--- config.mk ---
export PLATFORM = sky130hd
export DESIGN_NAME = uart_tx_scheduler
export DESIGN_NICKNAME = d
export VERILOG_FILES = /design/src/rtl/uart_tx_scheduler.sv
export SDC_FILE = /design/constraint.sdc
export NUM_CORES = 1
export LEC_CHECK = 0
export BUFFER_PORTS_ARGS = -buffer_cell sky130_fd_sc_hd__buf_2
export CORE_MARGIN = 2
export CORE_UTILIZATION = 40
export CTS_BUF_LIST = sky130_fd_sc_hd__clkbuf_4
export DETAILED_ROUTE_END_ITERATION = 8
export GPL_TIMING_DRIVEN = 1
export PLACE_DENSITY = 0.74
export SLEW_MARGIN = 15
export SYNTH_ARGS = -nofsm -noshare
export SYNTH_HDL_FRONTEND = slang
export SYNTH_SLANG_ARGS = --single-unit
--- constraint.sdc ---
create_clock -name clock -period 2.96 [get_ports clock]
set_input_delay 0.148 -clock clock [delete_from_list [all_inputs] [get_ports clock]]
set_output_delay 0.148 -clock clock [all_outputs]
set_load 0.01 [all_outputs]
--- src/rtl/uart_tx_scheduler.sv ---
// uart_tx_scheduler
//   Shares one UART transmitter between NUM_REQ byte-stream requesters.
//   Round-robin arbitration happens once per message. The granted requester
//   keeps the UART until its req_last byte has been sent. Bytes are paced off
//   the core's bsy flag. A bsy flag that never rises is recovered after
//   BSY_TIMEOUT cycles.
// Ports
//   clock     system clock, rising edge
//   reset     asynchronous, active-low; clears all state
//   req       per-requester byte available (held until req_ack)
//   req_data  per-requester byte, requester i on [8i+7:8i]
//   req_last  per-requester end-of-message flag for the offered byte
//   req_ack   one-cycle pulse, byte of requester i accepted
//   grant     one-hot UART owner, 0 when idle
//   txce      one-cycle load strobe to the uart core
//   tx        byte to the uart core, held until the next load
//   bsy       uart core transmitter busy
//   active    high from grant until end of message
module uart_tx_scheduler #(
  parameter int unsigned NUM_REQ     = 4,
  parameter int unsigned BSY_TIMEOUT = 16,
  parameter int unsigned GAP_CYCLES  = 0
) (
  input  logic                 clock,
  input  logic                 reset,
  input  logic [NUM_REQ-1:0]   req,
  input  logic [8*NUM_REQ-1:0] req_data,
  input  logic [NUM_REQ-1:0]   req_last,
  output logic [NUM_REQ-1:0]   req_ack,
  output logic [NUM_REQ-1:0]   grant,
  output logic                 txce,
  output logic [7:0]           tx,
  input  logic                 bsy,
  output logic                 active
);

  localparam int unsigned IDX_W  = (NUM_REQ > 1) ? $clog2(NUM_REQ) : 1;
  localparam int unsigned WAIT_W = (BSY_TIMEOUT > 1) ? $clog2(BSY_TIMEOUT) : 1;
  localparam logic [WAIT_W-1:0] WAIT_MAX = WAIT_W'(BSY_TIMEOUT - 1);
  localparam logic [7:0]        GAP_MAX  = 8'(GAP_CYCLES);

  typedef enum logic [2:0] {
    S_IDLE,
    S_ARB,
    S_LOAD,
    S_STROBE,
    S_WAIT_HI,
    S_WAIT_LO,
    S_GAP
  } state_t;

  state_t            state;
  logic [IDX_W-1:0]  rr_ptr;
  logic [IDX_W-1:0]  owner;
  logic              last_q;
  logic [WAIT_W-1:0] wait_cnt;
  logic [7:0]        gap_cnt;

  logic [IDX_W-1:0]   pick_idx;
  logic [NUM_REQ-1:0] pick_onehot;
  logic               pick_ok;
  logic [7:0]         owner_byte;
  logic [IDX_W-1:0]   owner_next;

  // Scan requesters starting at rr_ptr and wrapping; the first set bit wins.
  always_comb begin
    int unsigned idx;
    idx         = 0;
    pick_idx    = '0;
    pick_onehot = '0;
    pick_ok     = 1'b0;
    for (int unsigned k = 0; k < NUM_REQ; k++) begin
      idx = 32'(rr_ptr) + k;
      if (idx >= NUM_REQ) idx = idx - NUM_REQ;
      if (!pick_ok && req[idx]) begin
        pick_ok          = 1'b1;
        pick_idx         = IDX_W'(idx);
        pick_onehot[idx] = 1'b1;
      end
    end
  end

  assign owner_byte = req_data[{owner, 3'b000} +: 8];
  assign owner_next = (owner == IDX_W'(NUM_REQ - 1)) ? '0 : owner + 1'b1;

  always_ff @(posedge clock or negedge reset) begin
    if (!reset) begin
      state    <= S_IDLE;
      rr_ptr   <= '0;
      owner    <= '0;
      last_q   <= 1'b0;
      wait_cnt <= '0;
      gap_cnt  <= '0;
      req_ack  <= '0;
      grant    <= '0;
      txce     <= 1'b0;
      tx       <= 8'h00;
      active   <= 1'b0;
    end else begin
      req_ack <= '0;
      txce    <= 1'b0;
      case (state)
        S_IDLE: begin
          if (|req && !bsy) state <= S_ARB;
        end
        S_ARB: begin
          // The request may have vanished since IDLE; fall back rather than grant nobody.
          if (pick_ok) begin
            grant  <= pick_onehot;
            owner  <= pick_idx;
            active <= 1'b1;
            state  <= S_LOAD;
          end else begin
            state <= S_IDLE;
          end
        end
        S_LOAD: begin
          if (req[owner]) begin
            tx      <= owner_byte;
            req_ack <= grant;
            last_q  <= req_last[owner];
            state   <= S_STROBE;
          end
        end
        S_STROBE: begin
          // txce lands one cycle after req_ack so the two never overlap.
          txce     <= 1'b1;
          wait_cnt <= '0;
          state    <= S_WAIT_HI;
        end
        S_WAIT_HI: begin
          if (bsy) begin
            state <= S_WAIT_LO;
          end else if (wait_cnt == WAIT_MAX) begin
            gap_cnt <= '0;
            state   <= S_GAP;
          end else begin
            wait_cnt <= wait_cnt + 1'b1;
          end
        end
        S_WAIT_LO: begin
          if (!bsy) begin
            gap_cnt <= '0;
            state   <= S_GAP;
          end
        end
        S_GAP: begin
          if (gap_cnt == GAP_MAX) begin
            if (last_q) begin
              grant  <= '0;
              active <= 1'b0;
              rr_ptr <= owner_next;
              state  <= S_IDLE;
            end else begin
              state <= S_LOAD;
            end
          end else begin
            gap_cnt <= gap_cnt + 1'b1;
          end
        end
        default: state <= S_IDLE;
      endcase
    end
  end

endmodule

==> results of run 1 <==
layer usage:
layer | vias to the layer above | share of wire | GRT usage
li1 | 997 | - | -
met1 | 1009 | 0.42 | 0.214
met2 | 71 | 0.51 | 0.273
met3 | 6 | 0.056 | 0.0337
met4 | 0 | 0.016 | 0.0721
met5 | - | 0 | 0
worst max-delay path by stage:
stage,to,slack [ps],depth (start not counted)
after floorplan,owner[0],780,10
after global routing,grant[3],540,7
final,grant[3],710,7
after detailed placement,grant[3],770,7
after global placement,grant[3],870,6
after CTS,grant[3],740,7
power by group through the flow:
stage	clock network, mW	logic, mW	registers (mW)
floorplan	0	0.972	0.846
global placement	0	1.26	0.851
detailed placement	0	1.28	0.860
CTS	0.443	1.29	0.850
global route	0.466	1.44	0.878
finish	0.436	1.28	0.851
flip-flops by register name (all words and copies together), names as in the netlist, 2 cells and up:
signal    count
grant         4
wait_cnt      4
tx            8
rr_ptr        2
gap_cnt       8
req_ack       4
state         3
owner         2
layout make-up:
cell class / instances / area share
Multi-Input combinational cell: 170 / 0.479
Tap cell: 75 / 0.0318
Sequential cell: 38 / 0.323
Antenna cell: 1 / 0.000849
Clock buffer: 5 / 0.0127
Clock inverter: 3 / 0.0217
Timing Repair Buffer: 63 / 0.110
Inverter: 16 / 0.0204
cell families after synthesis:
| kind of cell | synth area share |
|---|---|
| multiplexers | 0.188 |
| buffers and inverters | 0.0474 |
| AO/OA/AOI/OAI | 0.176 |
| adder cells (fa/ha/maj) | 0.0403 |
| XOR/XNOR | 0.0141 |
| AND/OR/NAND/NOR | 0.151 |
| flip-flops | 0.383 |
cells in the final DEF, fill, tap and decap left out, types with 2 or more instances in the layout:
cell type / synthesis / routed
a211oi_1: 2 / 2
o31ai_1: 4 / 4
a21oi_1: 16 / 16
mux4_2: 11 / 11
buf_2: 4 / 60
nand4_1: 3 / 3
a311o_1: 4 / 4
dfrtp_1: 38 / 38
a2111oi_2: 2 / 2
inv_1: 16 / 16
a311oi_1: 2 / 2
nor3_1: 2 / 2
xor2_1: 4 / 4
a22o_1: 3 / 3
or3_1: 2 / 2
buf_4: 1 / 2
clkbuf_4: 0 / 5
o21ai_0: 15 / 15
nor3b_1: 3 / 3
nor4b_1: 2 / 2
a221oi_1: 2 / 2
nor2b_1: 2 / 2
nor2_1: 18 / 18
mux2_2: 14 / 14
mux2i_1: 6 / 6
nand2_1: 13 / 13
bufinv_16: 0 / 2
nand3_1: 5 / 5
and3_1: 2 / 2
ha_1: 8 / 8
o211ai_1: 5 / 5
Yosys cell counts (all sizes together), types with 2 or more instances:
| library cell | number | area share |
|---|---|---|
| dfrtp | 38 | 0.38 |
| nand2 | 13 | 0.020 |
| ha | 8 | 0.040 |
| and3b | 2 | 0.0076 |
| xor2 | 4 | 0.014 |
| nand4 | 4 | 0.013 |
| nor3b | 4 | 0.014 |
| a311o | 4 | 0.016 |
| nor2b | 3 | 0.0086 |
| nor4b | 2 | 0.0071 |
| buf | 6 | 0.016 |
| clkbuf | 5 | 0.0076 |
| a21oi | 16 | 0.032 |
| mux2i | 6 | 0.024 |
| nand3 | 6 | 0.014 |
| nor3 | 2 | 0.0040 |
| and3 | 2 | 0.0050 |
| a221oi | 2 | 0.0071 |
| mux4 | 11 | 0.10 |
| o211ai | 5 | 0.015 |
| o21ai | 15 | 0.030 |
| inv | 16 | 0.024 |
| a311oi | 2 | 0.0071 |
| or3 | 2 | 0.0050 |
| a2111oi | 4 | 0.027 |
| nor2 | 19 | 0.030 |
| o31ai | 4 | 0.012 |
| mux2 | 14 | 0.064 |
| a211oi | 2 | 0.0060 |
| a22o | 3 | 0.011 |
worst max-delay path: stages (launching register included):
cell	delay (ps)
dfrtp_1	450
inv_1	150
ha_1	510
inv_1	120
a221oi_1	510
o211ai_1	140
a21oi_1	190
a311o_1	130
metrics by stage:
stage	hold slack [ps]	utilization	instances	power, mW
floorplan	-148	-	235	1.82
global placement	299	0.476	361	2.11
detailed placement	306	0.476	361	2.14
CTS	231	0.494	370	2.58
global route	219	0.494	370	2.78
finish	235	0.495	371	2.57
timing repair:
action | 4_1_cts | 5_1_grt
hold endpoints to repair | 38 | 0
hold buffers | 1 | 0
setup buffers | 0 | 0
==> metrics, run 1 <==
outcome=completed; Netlist cell types=51; fraction of layout cells with a size suffix above 1=0.356; multi-input logic area=1410 um^2; top_reg_cell synth=dfrtp_1; worst path arrival time=2550 ps; Clk Latency, worst-skew pair=350 ps; synthesized area=2480 um^2; worst-path maximum fanout=13; area of the die=6850 um^2; Worst Tran Pin Value=830 ps; fin crit period=2250 ps; worst reg2reg path endpoint=grant[3]; Final #Nets=345; CP Launch Point=rr_ptr[1]; Starting Density=0.417; I/O pins=61; R2R cell count=7; pin count of the biggest net entering global routing=39; Avg Inst Size Synth=10.6 um^2; clk sinks=38; GRT overflow=0; switching part of the total=0.396; Max-slew headroom=0.447; yosys warns=0; sequential share of power=0.331; asr flop ratio synth=1.00; CTS tree=done; fill cell count=541; wire per inst=14.8 um; RR Startpoint=rr_ptr[1]; Area growth, synth to finish=18.8%; GPL Wtd Cong=0.870; core footprint=5960 um^2; first-pass GRT wire length=8.70 mm; final WL=5.49 mm; final worst slack=712 ps; fin crit share=0.759; Vias/cell=5.61; placement-stage cell area=2830 um^2; CTS root buffer=clkbuf_4; Crit path required time=3260 ps; clock network power share=0.170; Worst Hold Class=input pin to flip-flop; Yosys reg bits=38; initial antenna violation count=0; Worst-path clk slew=120 ps; CTS resizes=0; Final Setup Violations=0; vias in the first global route=1925; initial drt markers=174; Mapped Nets=286; register area=951 um^2; GRT Overall Usage=0.167; RSZ-0062 raised after global routing=no; TNS Setup=0 ps; count of final hold-check violations=0; row cnt=28; Max Transition Viols Final=0; Seq/Total Area, Yosys=0.383; Setup crit start kind=flip-flop; H-tree levels=2; Max Clk Rate=0.445 GHz; HPWL Detailed=4.10 mm; Final Cell Area=2950 um^2; P_int=1.55 mW; Post-synth EDFFs=0; VDD IR max=0.000395 V; DR vias=2083; max-cap viol count=0; input/output buffers=60; Worst Min Path Start=bsy; Mapped Cells=235; Die Height=82.8 um; Net Switching=1.02 mW; CTS Buffer Depth=2; Reg2Reg Setup Slack=710 ps; CP Capture Type=flip-flop; Hold Path Depth=3; Final Skew=10.3 ps; Num CTS Buffers=5; Crit Path Category=flip-flop to flip-flop; dpl ws=769 ps; Combinational Power Share=0.499; DRC=0; antenna viol nets, final=0; Pleak=1.37 nW; Die W=82.8 um; WHS Endpoint=gap_cnt[3]; Power Density=872 nW/um^2; TritonRoute pass-1 iters=4
(Power assumes the default switching activity.)
==> inputs of run 2 (changes only) <==
--- a/config.mk
+++ b/config.mk
@@ -11,7 +11,7 @@
 export CTS_BUF_LIST = sky130_fd_sc_hd__clkbuf_4
 export DETAILED_ROUTE_END_ITERATION = 8
 export GPL_TIMING_DRIVEN = 1
-export PLACE_DENSITY = 0.74
+export PLACE_DENSITY = 0.76
 export SLEW_MARGIN = 15
 export SYNTH_ARGS = -nofsm -noshare
 export SYNTH_HDL_FRONTEND = slang
==> constraint.sdc (replaced) <==
create_clock -name clock -period 2 [get_ports clock]
set_input_delay 0.1 -clock clock [delete_from_list [all_inputs] [get_ports clock]]
set_output_delay 0.1 -clock clock [all_outputs]
set_load 0.01 [all_outputs]
==> run 2 against run 1 <==
  * Critical endpoint is now grant[1]
  * Routed wire length up 4.2%
  * Flip-flop and latch count unchanged
  * Highest routed layer unchanged
  * Critical path depth down 1
  * Hold slack worse by 42 ps
  * First-iteration DRC count decreased by 40%
  * Non-clock buffer count rose by 12
  * Sequential share of layout area fell by 0.80 points
  * Clock skew grew 1.3 ps
  * Largest cell class unchanged
  * Combinational power up 69%
  * Sequential power is 42% higher
  * Core utilization grew 1.4 points
  * Register-to-register slack lost 620 ps
==> metrics, run 2 (same netlist as run 1, synthesis figures left out) <==
first-pass GRT wire length=9.03 mm; CTS tree=done; Worst Tran Pin Value=824 ps; Die W=82.8 um; fraction of layout cells with a size suffix above 1=0.401; TritonRoute pass-1 iters=4; register area=953 um^2; initial antenna violation count=0; TNS Setup=0 ps; CTS root buffer=clkbuf_4; CP cell instances=inv_2 -> ha_4 -> mux4_2 -> a21oi_1 -> a21oi_1 -> a311o_1; DRC=0; final WL=5.72 mm; pin count of the biggest net entering global routing=39; Crit path required time=2240 ps; GRT Overall Usage=0.171; CP top delay family=compound AO/OA/AOI/OAI gates; Max Transition Viols Final=0; Die Height=82.8 um; row cnt=28; core footprint=5960 um^2; H-tree levels=2; Worst path slowest cell=dfrtp_1; max-cap viol count=0; initial drt markers=104; Power Density=1240 nW/um^2; CP Capture Type=flip-flop; GPL Wtd Cong=0.860; VDD IR max=0.000670 V; Antenna diodes=0; Most Frequent Cell on Critical Path=a21oi_1; Clk Latency, worst-skew pair=350 ps; Setup crit start kind=flip-flop; count of final hold-check violations=0; fin crit share=0.956; Area growth, synth to finish=22.1%; Final #Nets=357; vias in the first global route=2078; HPWL Detailed=4.30 mm; wire per inst=15.0 um; antenna viol nets, final=0; multi-input logic area=1450 um^2; Crit Path Category=flip-flop to flip-flop; area of the die=6850 um^2; Num CTS Buffers=5; final non-filler cell total=382; commonest non-fill, non-tap cell in the layout=buf_2; outcome=completed; most frequent cells in the layout=buf_2, dfrtp_1, nor2_1, a21oi_1; Final Skew=11.6 ps; Regs by FF count=gap_cnt (8), tx (8); RSZ-0062 raised after global routing=yes; Pleak=1.42 nW; DR vias=2146; GRT overflow=0; Final Setup Violations=0; I/O pins=61; worst path arrival time=2150 ps; clk sinks=38; Post-Place Cells=371; Starting Density=0.417; Max-slew headroom=0.451; worst-path maximum fanout=13; CTS Buffer Depth=2; CP peak stage delay=410 ps; Worst Hold Class=input pin to flip-flop; Vias/cell=5.62; fill cell count=521; fin crit period=1910 ps; Max Clk Rate=0.523 GHz; Buf+Inv Stages, Crit Path=1; input/output buffers=60; Worst-path clk slew=110 ps
[run 2: through the flow]
stage          setup WS, ps  total power, mW  instance area, um^2   util  hold WS (ps)
2_1_floorplan          11.8             2.77                 2510      -          -196
3_3_place_gp           93.0             3.26                 2930  0.491           252
3_5_place_dp           31.0             3.32                 2930  0.491           254
4_1_cts                5.20             3.71                 2990  0.502           183
5_1_grt               -17.8             4.07                 3030  0.509           191
6_report               87.9             3.76                 3030  0.509           193
[run 2: per-layer routing]
metal | vias to the layer above | GRT usage | part of all wire
met4 | 0 | 0.0787 | 0.016
li1 | 1027 | - | -
met1 | 1038 | 0.213 | 0.42
met5 | - | 0 | 0
met3 | 7 | 0.0261 | 0.062
met2 | 74 | 0.292 | 0.50
[run 2: what timing repair did]
item                       4_1_cts  5_1_grt
setup endpoints to repair        0       13
gates resized for setup          0        6
hold buffers                     1        0
setup buffers                    0        2
hold endpoints to repair        38        0
[run 2: path summary, 6_finish.rpt]
check,start,to,slack (ps),cells after the start
max,rr_ptr[0],grant[1],90,6
min,req_data[21],tx[5],190,3
max reg2reg,rr_ptr[0],grant[1],90,6
min reg2reg,active,active,510,1
max in group asynchronous,reset,state[1],1050,2
min in group asynchronous,reset,gap_cnt[5],380,2
[run 2: report_power, final]
part	switching, mW	leakage (nW)	internal [mW]
clock	0.243	0.0331	0.146
sequential	0.193	0.487	1.02
combinational	1.11	0.897	1.05
total	1.55	1.42	2.22
[run 2: area by class of cell]
| type | instances | share of cell area |
|---|---|---|
| repair buffers | 75 | 0.138 |
| well taps | 75 | 0.0310 |
| flip-flops and latches | 38 | 0.315 |
| multi-input cells | 170 | 0.478 |
| clock inverters | 2 | 0.00289 |
| clock buffers | 6 | 0.0149 |
| inverters | 16 | 0.0198 |
[run 2: tightest hold or removal path, delay by kind of cell]
kind / cells / cell delay, ps
buf+inv: 1 / 70
mux: 2 / 340
